--- config.mk ---
export PLATFORM = sky130hd
export DESIGN_NAME = memory_ctrl_v1
export DESIGN_NICKNAME = d
export VERILOG_FILES = /design/src/rtl/memory_ctrl_pkg.sv /design/src/rtl/memory_seg_decoder.sv /design/src/rtl/memory_ctrl_v1.sv
export SDC_FILE = /design/constraint.sdc
export NUM_CORES = 1
export LEC_CHECK = 0
export ABC_AREA = 0
export BUFFER_PORTS_ARGS = -buffer_cell sky130_fd_sc_hd__buf_2
export CORE_AREA = 5 5 42 44
export CTS_CLUSTER_DIAMETER = 50
export CTS_CLUSTER_SIZE = 28
export DETAILED_ROUTE_END_ITERATION = 16
export DIE_AREA = 0 0 47 49
export GPL_ROUTABILITY_DRIVEN = 0
export GPL_TIMING_DRIVEN = 0
export PLACE_DENSITY = 0.62
export SLEW_MARGIN = 5
export SYNTH_ARGS = -nofsm -noshare
export SYNTH_HDL_FRONTEND = slang
export SYNTH_HIERARCHICAL = 1
export SYNTH_SLANG_ARGS = --single-unit
export TNS_END_PERCENT = 20
--- constraint.sdc ---
create_clock -name clk -period 1.05 [get_ports clk]
set_clock_uncertainty 0.15 [all_clocks]
set_input_delay 0.21 -clock clk [delete_from_list [all_inputs] [get_ports clk]]
set_output_delay 0.21 -clock clk [all_outputs]
set_load 0.03 [all_outputs]
--- src/rtl/memory_ctrl_pkg.sv ---
// Shared constants and address-to-segment mapping for the memory controller
// select logic.
package memory_ctrl_pkg;

  localparam int ADDR_W_DEF = 10;
  localparam int SEL_W_DEF  = 5;
  localparam int SEG_WORDS  = 2 ** (ADDR_W_DEF - SEL_W_DEF);

  // Segments are numbered from the top of the address space downward.
  function automatic logic [SEL_W_DEF-1:0] seg_index(input logic [ADDR_W_DEF-1:0] a);
    return ~a[ADDR_W_DEF-1 -: SEL_W_DEF];
  endfunction

endpackage

--- src/rtl/memory_seg_decoder.sv ---
// Combinational word-address to segment-index decode, shared by the write
// and read select registers.
module memory_seg_decoder
  import memory_ctrl_pkg::*;
#(
  parameter int ADDR_W = ADDR_W_DEF,
  parameter int SEL_W  = SEL_W_DEF
) (
  input  logic [ADDR_W-1:0] addr,
  output logic [SEL_W-1:0]  seg
);

  // Only the top SEL_W bits select a segment; the word offset is ignored.
  logic unused_offset;
  assign unused_offset = &{1'b0, addr[ADDR_W-SEL_W-1:0]};

  assign seg = ~addr[ADDR_W-1 -: SEL_W];

endmodule

--- src/rtl/memory_ctrl_v1.sv ---
// Registered segment selects for the write-data and read-data muxes.
// Optional build macro MEMORY_CTRL_V1_CONFLICT_EN adds a write-priority conflict flag.
module memory_ctrl_v1
  import memory_ctrl_pkg::*;
#(
  parameter int ADDR_W = ADDR_W_DEF,
  parameter int SEL_W  = SEL_W_DEF
) (
  input  logic              clk,
  input  logic              rst,
  input  logic              wr_en,
  input  logic              rd_en,
  input  logic [ADDR_W-1:0] addr,
  output logic [SEL_W-1:0]  sel_mux_data_in,
  output logic [SEL_W-1:0]  sel_mux_data_out,
  output logic              wr_sel_valid,
  output logic              rd_sel_valid
`ifdef MEMORY_CTRL_V1_CONFLICT_EN
  ,
  output logic              conflict
`endif
);

  logic [SEL_W-1:0] seg;
  logic             rd_go;

  memory_seg_decoder #(
    .ADDR_W (ADDR_W),
    .SEL_W  (SEL_W)
  ) u_seg_decoder (
    .addr (addr),
    .seg  (seg)
  );

`ifdef MEMORY_CTRL_V1_CONFLICT_EN
  // A coincident write wins; the read is dropped rather than deferred.
  assign rd_go = rd_en & ~wr_en;
`else
  assign rd_go = rd_en;
`endif

  // NOTE: reset is tested inside the clocked block so it is synchronous and
  // also swallows any enable sampled on the same edge.
  always_ff @(posedge clk) begin
    if (!rst) begin
      sel_mux_data_in  <= '0;
      sel_mux_data_out <= '0;
      wr_sel_valid     <= 1'b0;
      rd_sel_valid     <= 1'b0;
    end else begin
      // NOTE: non-blocking assignments keep every register sampling the
      // pre-edge values regardless of statement order.
      wr_sel_valid <= wr_en;
      rd_sel_valid <= rd_go;
      if (wr_en) sel_mux_data_in  <= seg;
      if (rd_go) sel_mux_data_out <= seg;
    end
  end

`ifdef MEMORY_CTRL_V1_CONFLICT_EN
  always_ff @(posedge clk) begin
    if (!rst) conflict <= 1'b0;
    else      conflict <= wr_en & rd_en;
  end
`endif

endmodule

==> results of run 1 <==
[power by group]
group / switching (mW) / internal (mW)
Clock: 0.154 / 0.211
Combinational: 0.0992 / 0.0970
Sequential: 0.0171 / 0.487
[sequential cells by signal, indices dropped and copies added (netlist names)]
signal	cells
rd_sel_valid	1
sel_mux_data_in	5
sel_mux_data_out	5
wr_sel_valid	1
[timing repair]
item                       4_1_cts  5_1_grt
gates cloned                     0        0
setup endpoints to repair       12       12
setup buffers                    0        0
gates resized for setup         36        0
[area by class of cell]
type | instances | share of cell area
flip-flops and latches | 12 | 0.364
multi-input cells | 22 | 0.254
repair buffers | 18 | 0.236
clock buffers | 4 | 0.0518
plain buffers | 3 | 0.0393
well taps | 16 | 0.0286
inverters | 5 | 0.0268
[per-layer routing]
| layer | vias up | track usage | routed length [µm] |
|---|---|---|---|
| li1 | 172 | - | - |
| met1 | 149 | 0.116 | 427 |
| met2 | 14 | 0.136 | 425 |
| met3 | 0 | 0.0443 | 68 |
| met4 | 0 | 0.0276 | 0 |
| met5 | - | 0 | 0 |
[cells by family after synthesis]
kind of cell	synth area share
buffers and inverters	0.0997
flip-flops	0.518
multiplexers	0.216
AND/OR/NAND/NOR	0.167
[worst paths after layout]
check                            from                   to  slack, ns
hold reg to reg    sel_mux_data_in[2]   sel_mux_data_in[2]       0.37
hold / removal                    rst   sel_mux_data_in[2]       0.03
setup reg to reg   sel_mux_data_in[1]   sel_mux_data_in[1]       0.26
setup / recovery  sel_mux_data_out[1]  sel_mux_data_out[1]      -0.06
[through the flow]
| step | utilization | cell area (µm²) |
|---|---|---|
| floorplan | - | 464 |
| global placement | 0.410 | 574 |
| detailed placement | 0.410 | 574 |
| CTS | 0.500 | 701 |
| global route | 0.500 | 701 |
| finish | 0.500 | 701 |
[cells in the final DEF (no fill, tap or decap)]
| cell type | n |
|---|---|
| clkbuf_8 | 1 |
| mux2i_1 | 10 |
| nor2b_1 | 10 |
| inv_1 | 5 |
| clkbuf_4 | 3 |
| buf_6 | 14 |
| dfxtp_2 | 12 |
| buf_2 | 7 |
| and2_2 | 2 |
==> metrics.md, run 1 <==
| Metric | Value |
|---|---|
| Initial antenna violation count | `0` |
| Chip Width | `approximately 47 µm` |
| Hold slack | `0.0260 ns` |
| CP Buf/Inv Count | `1` |
| Setup_tns | `-0.504 ns` |
| Vias in the first global route | `344` |
| DIE AREA | `between 2000 and 2500 µm²` |
| DRT Wirelength | `slightly above 900 µm` |
| Cell depth of the worst setup path | `1` |
| Worst EP arrival | `0.75 ns` |
| # rows | `14` |
| Largest cells by area after synthesis | `dfxtp_1, mux2i_1, nor2b_1, buf_6, inv_1` |
| Initial Utilization | `0.331` |
| Synthesized area per cell | `11.1 µm²` |
| Number of flops mapped to enable cells by yosys | `0` |
| N_diodes | `0` |
| Yosys warning count | `6` |
| Final nets | `79` |
| Final setup violation count | `12` |
| Core area | `between 1000 and 1500 µm²` |
| Post-synth ARST share | `0` |
| Worst Path Max Fanout | `2` |
| Startpoint types | `flip-flop` |
| Max-capacitance violation count | `0` |
| Post-synth top area cell | `dfxtp_1` |
| HPWL after DPL | `617 µm` |
| Synth Register Bits | `12` |
| CP max stage cell | `dfxtp_2` |
| Critical path's top delay family | `flip-flops` |
| Post-DR vias/cell | `4.19` |
| Synth top cells by count | `dfxtp_1, mux2i_1, nor2b_1` |
| Non-filler instance count after layout | `80` |
| Final hold vios | `0` |
| Post-synth top area share | `0.518` |
| Clock Tree Root | `clkbuf_4` |
| Peak supply drop | `1.33 mV` |
| Total power | `1.07 mW` |
| Critical Path RT | `0.69 ns` |
| CTS tree | `yes` |
| Grt total ovfl | `0` |
| CP peak stage delay | `0.35 ns` |
| Setup crit end kind | `primary output` |
| Worst-case reg-to-reg path depth | `2` |
| Critical path type | `flip-flop to primary output` |
| Slew @ Worst Pin | `0.144 ns` |
| Failing checks | `negative setup slack` |
| Relative slew slack | `0.901` |
| Fin crit period | `1.11 ns` |
| Clock transition at the registers of the reported paths | `0.07 ns` |
| Initial DRC Count | `1` |
| Fin. max-slew vios | `0` |
| Type of the worst min-delay path | `input pin to flip-flop` |
| TritonCTS Buffers | `3` |
| DP Cell Count | `76` |
| Via count | `335` |
| Most common cell in the synthesized netlist | `dfxtp_1` |
| Post-Syn Area | `464 µm²` |
| Drt first pass iters | `2` |
| CTS Hold Bufs | `0` |
| FF/Latch Area | `255 µm²` |
| Layout cells sized above 1 | `0.609` |
| IO Count | `26` |
| Pin count of the biggest net entering global routing | `11` |
| Status | `finished with violations` |
| Power per cell area | `1520 nW/µm²` |
| Residual DRC | `0` |
| Chip height | `49 µm` |
| # H-tree levels | `1` |
| Crit path cell chain | `buf_6` |
| Routed len/inst | `11.5 µm` |
| Top FF cell, synth | `dfxtp_1` |
| Post-place setup slack | `between 0.1 and 0.15 ns` |
| Area growth, synth to finish | `50.9%` |
| Footprint of the multi-input gates | `around 180 µm²` |
| Slack of the critical path | `-0.0589 ns` |
| Distinct cells, synth | `7` |
| Register area share after synthesis | `0.518` |
| First-pass GRT wire length | `approximately 1500 µm` |
| Syn nets | `56` |
| Fill cells | `129` |
| FMAX | `0.902 GHz` |
| RSZ-0062 raised after global routing | `true` |
| Lkg Pwr | `0.347 nW` |
| Tot GR Track Use | `0.0919` |
| Port bufs | `18` |
| Worst-skew pair later-pin latency | `0.27 ns` |
| Clk buf depth | `2` |
| Final worst path period share | `1.06` |
| Post-Syn Instances | `42` |
| Final ANT Viol Nets | `0` |
| WHS Path Cells | `2` |
| Clk sinks | `12` |
No activity file was read; power rests on OpenSTA's default activity.
==> run 2, diff against run 1 <==
--- a/config.mk
+++ b/config.mk
@@ -7,14 +7,16 @@
 export LEC_CHECK = 0
 export ABC_AREA = 0
 export BUFFER_PORTS_ARGS = -buffer_cell sky130_fd_sc_hd__buf_2
-export CORE_AREA = 5 5 42 44
+export CORE_AREA = 2 2 39 41
 export CTS_CLUSTER_DIAMETER = 50
 export CTS_CLUSTER_SIZE = 28
 export DETAILED_ROUTE_END_ITERATION = 16
-export DIE_AREA = 0 0 47 49
+export DIE_AREA = 0 0 41 43
 export GPL_ROUTABILITY_DRIVEN = 0
 export GPL_TIMING_DRIVEN = 0
+export MAX_ROUTING_LAYER = met4
 export PLACE_DENSITY = 0.62
+export REMOVE_ABC_BUFFERS = 1
 export SLEW_MARGIN = 5
 export SYNTH_ARGS = -nofsm -noshare
 export SYNTH_HDL_FRONTEND = slang
==> run 2 against run 1 <==
The flow still finishes with violations (negative setup slack); maximum frequency is 1.7% higher; power is 9.7% lower; clock power decreased by 26%; register-to-register slack better by 0.02 ns; largest cell class unchanged.
==> metrics.md, run 2 (synthesized netlist as in run 1, its figures left out) <==
| Metric | Value |
|---|---|
| Status | `finished with violations` |
| Failing checks | `negative setup slack` |
| End of the worst hold path | `sel_mux_data_out[2]` |
| Lkg Pwr | `0.332 nW` |
| TritonCTS Buffers | `3` |
| FF/Latch Area | `255 µm²` |
| Final nets | `78` |
| Final Cell Area | `~670 µm²` |
| HP Start | `addr[7]` |
| HPWL after DPL | `~560 µm` |
| Non-filler instance count after layout | `78` |
| Crit path cell chain | `buf_6` |
| IO Count | `26` |
| M1 wire length | `365 µm` |
| Fill cells | `135` |
| Routed length on met2 | `408 µm` |
| N_diodes | `0` |
| Initial DRC Count | `0` |
| Tot GR Track Use | `0.109` |
| Via count | `roughly 330` |
| Post-place setup slack | `0.100 ns` |
| Initial antenna violation count | `0` |
| Clk buf depth | `2` |
| Initial Utilization | `0.335` |
| Footprint of the multi-input gates | `178 µm²` |
| Slew @ Worst Pin | `0.131 ns` |
| Post-DP Area | `approximately 560 µm²` |
| # H-tree levels | `1` |
| Residual DRC | `0` |
| Chip Width | `41 µm` |
| First-pass GRT wire length | `1280 µm` |
| Total power | `0.962 mW` |
| Final hold vios | `0` |
| Core area | `1380 µm²` |
| Startpoint types | `flip-flop` |
| Area growth, synth to finish | `44.2%` |
| Most frequent cells in the layout | `buf_6, dfxtp_2, mux2i_1, nor2b_1, buf_2` |
| Critical path type | `flip-flop to primary output` |
| Setup slack, reg-to-reg | `0.28 ns` |
| Final ANT Viol Nets | `0` |
| Peak supply drop | `between 0.4 and 0.5 mV` |
| Grt total ovfl | `0` |
| Max-capacitance violation count | `0` |
| Worst EP arrival | `between 0.7 and 0.8 ns` |
| Post-DR vias/cell | `between 4 and 5` |
| FMAX | `between 0.9 and 1 GHz` |
| Max layer used | `met3` |
| CP peak stage delay | `approximately 0.34 ns` |
| CTS tree | `yes` |
| Chip height | `43 µm` |
| Final worst path period share | `1.04` |
| DP Cell Count | `75` |
| Worst-case reg-to-reg path depth | `2` |
| Clk sinks | `12` |
| Fin crit period | `1.09 ns` |
| Worst Path Max Fanout | `2` |
| Clock Tree Root | `clkbuf_4` |
| Power per cell area | `1440 nW/µm²` |
| Setup bufs post-CTS | `0` |
| Worst r2r src | `sel_mux_data_in[0]` |
| CP Buf/Inv Count | `1` |
| Metal3 WL | `32 µm` |
| Pin count of the biggest net entering global routing | `13` |
| Worst-skew pair later-pin latency | `0.26 ns` |
| DIE AREA | `1760 µm²` |
| RSZ-0062 raised after global routing | `true` |
| Setup crit end kind | `primary output` |
| Final setup violation count | `12` |
| Drt first pass iters | `1` |
| CTS Hold Bufs | `0` |
| Critical path's top delay family | `flip-flops` |
| Top Registers | `sel_mux_data_in x5, sel_mux_data_out x5` |
| Routed len/inst | `10.3 µm` |
| Port bufs | `20` |
| Final Util | `0.484` |
| Cell depth of the worst setup path | `1` |
| Layout cells sized above 1 | `0.597` |
| Fin. max-slew vios | `0` |
| DRT Wirelength | `806 µm` |
| CP max stage cell | `dfxtp_2` |
| PostCTS Resize Cnt | `36` |
| Slack of the critical path | `-0.0403 ns` |
| Clock transition at the registers of the reported paths | `0.07 ns` |
| WHS Path Cells | `4` |
| Vias in the first global route | `325` |
| Relative slew slack | `0.910` |
| Capturing point of the worst reg2reg path | `sel_mux_data_in[0]` |
| Type of the worst min-delay path | `input pin to flip-flop` |
| # rows | `14` |
| Critical Path RT | `slightly below 0.7 ns` |
[run 2: final cells by class]
class | instances | share of cell area
flip-flops and latches | 12 | 0.381
clock buffers | 3 | 0.0336
multi-input cells | 22 | 0.265
inverters | 5 | 0.0280
repair buffers | 20 | 0.262
well taps | 16 | 0.0299
[run 2: per-layer routing]
metal | vias up | GRT usage
li1 | 170 | -
met2 | 10 | 0.156
met1 | 151 | 0.133
met4 | 0 | 0.0600
met5 | - | -
met3 | 0 | 0.0314
[run 2: how the worst max path moves through the flow]
stage | from | end | slack [ns]
floorplan | sel_mux_data_in[0] | sel_mux_data_in[0] | 0.15
global placement | rd_en | sel_mux_data_out[0] | 0.12
detailed placement | rd_en | sel_mux_data_out[4] | 0.10
CTS | sel_mux_data_in[4] | sel_mux_data_in[4] | -0.04
global route | sel_mux_data_in[1] | sel_mux_data_in[1] | -0.08
finish | sel_mux_data_in[1] | sel_mux_data_in[1] | -0.04
[run 2: power breakdown]
| part | switching (mW) | internal [mW] | total (mW) |
|---|---|---|---|
| logic | 0.0967 | 0.0908 | 0.188 |
| clock network | 0.138 | 0.132 | 0.270 |
| registers | 0.0172 | 0.487 | 0.504 |
[run 2: per-stage QoR]
| step | setup TNS (ns) | hold slack [ns] |
|---|---|---|
| 6_report | -0.365 | 0.122 |
| 5_1_grt | -0.773 | 0.128 |
| 4_1_cts | -0.439 | 0.118 |
| 3_5_place_dp | 0 | 0.351 |
| 3_3_place_gp | 0 | 0.345 |
| 2_1_floorplan | 0 | 0.188 |
